==> src/rtl/imem_boot_loader.sv <==
// Byte-stream program loader: assembles little-endian words from a framed,
// XOR-checksummed stream, writes them to instruction memory, then releases the CPU.
module imem_boot_loader #(
  parameter int unsigned ADDR_WIDTH = 8,
  parameter int unsigned MAX_WORDS  = 256
) (
  input  logic                  clk,
  input  logic                  reset_n,
  input  logic [7:0]            in_data,
  input  logic                  in_valid,
  output logic                  in_ready,
  output logic                  imem_we,
  output logic [ADDR_WIDTH-1:0] imem_addr,
  output logic [31:0]           imem_wdata,
  output logic                  cpu_reset,
  output logic                  done,
  output logic                  error,
  output logic [ADDR_WIDTH:0]   words_loaded
);

  localparam int unsigned CW = ADDR_WIDTH + 1;

  typedef enum logic [2:0] {
    S_HDR0, S_HDR1, S_DATA, S_CSUM, S_DONE, S_ERROR
  } state_t;

  state_t                r_state;
  logic                  r_ready;
  logic                  r_we;
  logic [ADDR_WIDTH-1:0] r_addr;
  logic [31:0]           r_wdata;
  logic                  r_cpu_reset;
  logic                  r_done;
  logic                  r_error;
  logic [CW-1:0]         r_words;
  logic [15:0]           r_count;
  logic [1:0]            r_idx;
  logic [23:0]           r_word;
  logic [7:0]            r_csum;

  logic                  w_xfer;
  logic [15:0]           w_hdr_n;
  logic                  w_last;

  assign w_xfer  = in_valid && r_ready;
  assign w_hdr_n = {in_data, r_count[7:0]};
  // Word being completed now is the final one of the image.
  assign w_last  = ((16'(r_words) + 16'd1) == r_count);

  always_ff @(posedge clk) begin
    if (!reset_n) begin
      r_state     <= S_HDR0;
      r_ready     <= 1'b0;
      r_we        <= 1'b0;
      r_addr      <= '0;
      r_wdata     <= '0;
      r_cpu_reset <= 1'b1;
      r_done      <= 1'b0;
      r_error     <= 1'b0;
      r_words     <= '0;
      r_count     <= '0;
      r_idx       <= '0;
      r_word      <= '0;
      r_csum      <= '0;
    end else begin
      r_we <= 1'b0;
      case (r_state)
        S_HDR0: begin
          r_ready <= 1'b1;
          if (w_xfer) begin
            r_count <= {8'h00, in_data};
            r_state <= S_HDR1;
          end
        end
        S_HDR1: begin
          if (w_xfer) begin
            r_count <= w_hdr_n;
            if (32'(w_hdr_n) > MAX_WORDS) begin
              r_ready <= 1'b0;
              r_error <= 1'b1;
              r_state <= S_ERROR;
            end else if (w_hdr_n == 16'd0) begin
              r_state <= S_CSUM;
            end else begin
              r_state <= S_DATA;
            end
          end
        end
        S_DATA: begin
          if (w_xfer) begin
            r_csum <= r_csum ^ in_data;
            r_idx  <= r_idx + 2'd1;
            if (r_idx == 2'd3) begin
              r_we    <= 1'b1;
              r_addr  <= ADDR_WIDTH'(r_words);
              r_wdata <= {in_data, r_word};
              r_words <= r_words + CW'(1);
              if (w_last) r_state <= S_CSUM;
            end else begin
              r_word <= {in_data, r_word[23:8]};
            end
          end
        end
        S_CSUM: begin
          if (w_xfer) begin
            r_ready <= 1'b0;
            if (in_data == r_csum) begin
              r_done      <= 1'b1;
              r_cpu_reset <= 1'b0;
              r_state     <= S_DONE;
            end else begin
              r_error <= 1'b1;
              r_state <= S_ERROR;
            end
          end
        end
        S_DONE:  r_state <= S_DONE;
        S_ERROR: r_state <= S_ERROR;
        default: r_state <= S_HDR0;
      endcase
    end
  end

  assign in_ready     = r_ready;
  assign imem_we      = r_we;
  assign imem_addr    = r_addr;
  assign imem_wdata   = r_wdata;
  assign cpu_reset    = r_cpu_reset;
  assign done         = r_done;
  assign error        = r_error;
  assign words_loaded = r_words;

endmodule

==> config.mk <==
export PLATFORM = sky130hd
export DESIGN_NAME = imem_boot_loader
export DESIGN_NICKNAME = d
export VERILOG_FILES = /design/src/rtl/imem_boot_loader.sv
export SDC_FILE = /design/constraint.sdc
export NUM_CORES = 1
export LEC_CHECK = 0
export CAP_MARGIN = 20
export CORE_MARGIN = 5
export CORE_UTILIZATION = 44
export CTS_BUF_LIST = sky130_fd_sc_hd__clkbuf_4 sky130_fd_sc_hd__clkbuf_8
export CTS_CLUSTER_DIAMETER = 30
export DETAILED_ROUTE_END_ITERATION = 12
export HOLD_SLACK_MARGIN = 0.12
export PLACE_DENSITY = 0.68
export SLEW_MARGIN = 20
export SYNTH_ARGS = -nofsm -noshare
export SYNTH_HDL_FRONTEND = slang
export SYNTH_SLANG_ARGS = --single-unit
==> constraint.sdc <==
create_clock -name clk -period 1.9 [get_ports clk]
set_clock_uncertainty 0.2 [all_clocks]
set_input_delay 0.19 -clock clk [delete_from_list [all_inputs] [get_ports clk]]
set_output_delay 0.19 -clock clk [all_outputs]
set_load 0.01 [all_outputs]
# --- Word level (Yosys, flattened, before mapping) ---
# Cells that the tools add are included.
totals:
  reg_bits: 107
  in_bits: 11
  out_inout_bits: 54
  word_cells: 76
op_classes:
  addsub: 3
  n_lt_le_gt_ge: 1
  n_eq_ne: 16
  muxes: 23
  n_bitwise: 3
  reduce_logical: 16
ops:
  columns: ["operator", "count"]
  rows:
  - ["$mux 16", 2]
  - ["$pmux 16 s2", 1]
  - ["$mux 3", 7]
  - ["$pmux 3 s6", 1]
  - ["$reduce_and 3->1", 6]
  - ["$eq 10x16->1", 1]
  - ["$gt 16x9->1 const B", 1]
  - ["$logic_not 16->1", 1]
  - ["$ne 2x2->1 const B", 8]
  - ["$add 9x1->10 const B", 1]
  - ["$mux 1", 10]
  - ["$add 9x1->9 const B", 1]
  - ["$eq 8x8->1", 1]
  - ["$xor 8x8->8", 1]
  - ["$eq 3x2->1 const B", 2]
  - ["$eq 3x3->1 const B", 2]
  - ["$reduce_and 6->1", 1]
  - ["$reduce_and 5->1", 1]
  - ["$reduce_and 4->1", 1]
  - ["$reduce_bool 2->1", 2]
  - ["$eq 3x1->1 const B", 1]
  - ["$logic_not 3->1", 1]
  - ["$pmux 1 s3", 1]
  - ["$reduce_bool 3->1", 1]
  - ["6 further kinds", 7]

# --- Depth between registers and ports, before layout ---
depth:
  ltp_word: 6
  mapped_depth: 8

# --- Worst setup path after synthesis ---
# No wires, ideal clock.
synth_timing:
  path_type: "register to register"
  start: "reg r_words[0] (netlist: words_loaded[0])"
  end: "reg r_state[0]"
  setup_ns: 0.086
  t_arrival_ns: 1.859
  required_ns: 1.614
  slack_ns: -0.245
  stages_incl_launch_ff: 9
  n_path_buf: 1
  period_less_slack_ns: 2.145
  path_cell_list: "dfxtp_1 > ha_1 > buf_2 > nand2_1 > xnor2_2 > nand4_1 > a221oi_1 > o2111ai_1 > a211oi_1"
synth_between:
  elab_chain_len: 4
synth_rtl:
  columns: ["element", "line_no", "text"]
  rows:
  - ["start: declaration", "35", "logic [CW-1:0] r_words;"]
  - ["start signal: assignment", "97", "r_words <= r_words + CW'(1);"]
  - ["$add 9x1->10", "48", "assign w_last = ((16'(r_words) + 16'd1) == r_count);"]
  - ["$eq 10x16->1", "48", null]
  - ["$ne 2x2->1 (no source line)", null, null]
  - ["$reduce_and 6->1 (no source line)", null, null]
  - ["end signal: assignment", "52", "r_state <= S_HDR0;"]
  - ["end signal: assignment", "72", "r_state <= S_HDR1;"]
  - ["end signal: assignment", "81", "r_state <= S_ERROR;"]
  - ["end: declaration", "27", "state_t r_state;"]
# No other way between the ends.
# A chain may end at the register's enable or synchronous reset.

# --- Worst setup path after layout ---
layout_timing:
  start: "reg r_words[4] (netlist: words_loaded[4])"
  end: "reg r_state[0]"
# Same word-level chain as after synthesis.

==> impl_metrics.env <==
export IMPL_tightest_slew_ps=526.0
export IMPL_critPathArrivalTime_ps=2110
export IMPL_hold_violations=0
export IMPL_report_final_slew_viol_count=0
export IMPL_wl_per_cell_microns=14.23
export IMPL_start_kind="register"
export IMPL_place_gp_congestion=0.8984
export IMPL_power_density_nw_per_um2=649.2
export IMPL_dr_pass1_iters=4
export IMPL_cap_violations=0
export IMPL_endpoint_kind="register"
export IMPL_synth_flop_cell="dfxtp_1"
export IMPL_grt_overflow=0
export IMPL_vias_per_cell=5.029
export IMPL_fin_crit_sh_pct=105.9
export IMPL_coreArea_sq_um=10280
export IMPL_hp_class="in2reg"
export IMPL_grt_max_degree=57
export IMPL_synth_edf_count=0
export IMPL_cp_max_fo=7
export IMPL_finalCriticalPeriod_ps=2013
export IMPL_clock_fmax_mhz=496.9
export IMPL_vias=3923
export IMPL_root_buffer="clkbuf_8"
export IMPL_initial_core_util_pct=44.77
export IMPL_fillers=942
export IMPL_async_flop_share_pct=0
export IMPL_htreeDepth=3
export IMPL_ys_seq_area_share_pct=46.56
export IMPL_final_setup_tns_ps=-204.4
export IMPL_numCtsBuffers=9
export IMPL_synthTopCellsByArea="dfxtp_1 (47%), nand2_1 (13%), a21boi_1 (12%), xnor2_1 (3.8%), xor2_1 (3.0%)"
export IMPL_rsz0062_at_grt="yes"
export IMPL_yosysUniqueCellTypes=43
export IMPL_grt_use_total_pct=18.15
export IMPL_ys_warn_count=0
export IMPL_yosys_area_top_type="dfxtp_1"
export IMPL_rows=37
export IMPL_drt_initial_drc_count=234
export IMPL_clock_latency_ps=380
export IMPL_leakage_nw=2.224
export IMPL_multi_input_area_sq_um=2377
export IMPL_ios=65
export IMPL_cts_tree="yes"
export IMPL_dp_hpwl_microns=7780
export IMPL_cts_sinks=107
export IMPL_grt_antenna_before_repair=0
export IMPL_first_global_vias=3866
export IMPL_regArea_sq_um=2155
export IMPL_required_ps=2000
export IMPL_critPathKind="reg2reg"
export IMPL_synthCells=545
export IMPL_synth_top_area_share_pct=46.56
export IMPL_die_area_sq_um=12600
export IMPL_ctsLongestPathBuffers=2
export IMPL_finalSetupViolCount=2
export IMPL_syn_area_per_cell_sq_um=8.442
export IMPL_die_y_microns=112.3
export IMPL_port_buffer_count=64
export IMPL_synth_most_common_cell="nand2_1"
export IMPL_synth_common_cells="nand2_1 (162), dfxtp_1 (107), a21boi_1 (73)"
export IMPL_area_delta_synth_final_pct=32.53
export IMPL_syn_area_sq_um=4601
export IMPL_relSlewSlack_pct=64.93
export IMPL_violations="negative setup slack"
export IMPL_dp_slack_ps=-245.5
export IMPL_postRouteAntennaNets=0
export IMPL_ys_ff_latch=107
export IMPL_irDropWorstVdd_mv=0.4383
export IMPL_die_x_microns=112.3
export IMPL_synth_nets=558
export IMPL_status="finished with violations"
export IMPL_fin_ws_ps=-112.6
export IMPL_finalWirelength_microns=11100
export IMPL_drcViolationCount=0
export IMPL_grt_first_pass_wirelength_microns=19040
export IMPL_fin_nets=652
export IMPL_clk_pin_slew_worst_paths_ps=110
export IMPL_drive_gt1_share_pct=16.15
export IMPL_antennaDiodeCount=0
[cell families after synthesis]
kind of cell	Yosys count	share of synthesized area (%)
XOR/XNOR	37	7.207
buffers and inverters	47	4.215
multiplexers	3	0.6527
adder cells (fa/ha/maj)	2	0.5438
AND/OR/NAND/NOR	246	24.07
flip-flops	107	46.56
AO/OA/AOI/OAI	103	16.75
[what timing repair did]
action,CTS,global route
hold buffers,3,0
setup buffers,0,3
endpoints found under the hold margin,2,0
pin swaps,0,2
resized for setup,15,10
endpoints found under the setup margin,14,32
[per-stage QoR]
step / util (%) / std cells / power [mW] / instance area [sq um] / hold slack, ps
6_report: 59.33 / 780 / 3.958 / 6097 / 129.4
5_1_grt: 59.33 / 780 / 4.121 / 6097 / 145.0
4_1_cts: 58.66 / 777 / 3.987 / 6028 / 125.0
3_5_place_dp: 55.78 / 758 / 2.579 / 5733 / 245.4
3_3_place_gp: 55.78 / 758 / 2.576 / 5733 / 242.0
2_1_floorplan: - / 545 / 2.476 / 4624 / 231.0
[worst max-delay path, stage by stage (launching register included)]
cell	delay, ps
dfxtp_4	390
xnor2_2	130
buf_4	160
xnor2_4	170
nand3_1	140
nor4b_4	300
o2111ai_2	200
a211oi_2	240
[registers in the layout, summed over array words and instances (netlist names)]
| name | flops |
|---|---|
| cpu_reset | 1 |
| done | 1 |
| error | 1 |
| imem_addr | 8 |
| imem_wdata | 32 |
| imem_we | 1 |
| in_ready | 1 |
| r_count | 16 |
| r_csum | 8 |
| r_idx | 2 |
| r_state | 3 |
| r_word | 24 |
| words_loaded | 9 |
[worst paths after layout]
check        slack, ps             end  cells past startpoint            start
min reg2reg        260  imem_wdata[13]                      2   imem_wdata[13]
max reg2reg       -110      r_state[0]                      7  words_loaded[4]
min                130    imem_addr[5]                      2          reset_n
max               -110      r_state[0]                      7  words_loaded[4]
[cell usage in the layout (no fill, tap or decap), types with 2 or more instances in the layout]
| cell type | count |
|---|---|
| a21oi_1 | 2 |
| nor3_1 | 6 |
| a22oi_1 | 8 |
| mux2i_1 | 3 |
| dfxtp_1 | 101 |
| clkbuf_8 | 9 |
| nor2_1 | 5 |
| dfxtp_2 | 4 |
| o21a_1 | 4 |
| buf_12 | 5 |
| nand2b_1 | 2 |
| nor4_1 | 5 |
| xor2_1 | 16 |
| o21ai_0 | 3 |
| buf_4 | 54 |
| clkdlybuf4s50_1 | 63 |
| dlygate4sd3_1 | 3 |
| a211oi_2 | 2 |
| nand3_1 | 11 |
| and3_1 | 3 |
| nand2_1 | 161 |
| inv_8 | 4 |
| xnor2_1 | 19 |
| a31oi_1 | 2 |
| and2_1 | 20 |
| inv_1 | 3 |
| dfxtp_4 | 2 |
| nor2b_1 | 10 |
| a21boi_1 | 73 |
| nor2_2 | 2 |
| nand4_1 | 7 |
[report_power, final]
| group | internal (mW) | switching, mW |
|---|---|---|
| combinational | 0.138 | 0.134 |
| clock | 0.527 | 0.884 |
| sequential | 2.26 | 0.0179 |
| total | 2.92 | 1.04 |
[layout make-up]
class / instances / area share [%]
tap: 136 / 2.791
clock buffer: 9 / 2.032
timing repair buffer: 127 / 19.39
inverter: 3 / 0.1847
multi-input combinational: 391 / 38.99
sequential: 107 / 35.34
clock inverter: 7 / 1.272
[routing by layer]
metal	global-route usage [%]	wire, microns
met5	0	0
met4	5.369	156
met3	3.935	572
met2	29.52	5112
met1	24.27	5262
Power figures use the tool's default switching activity.
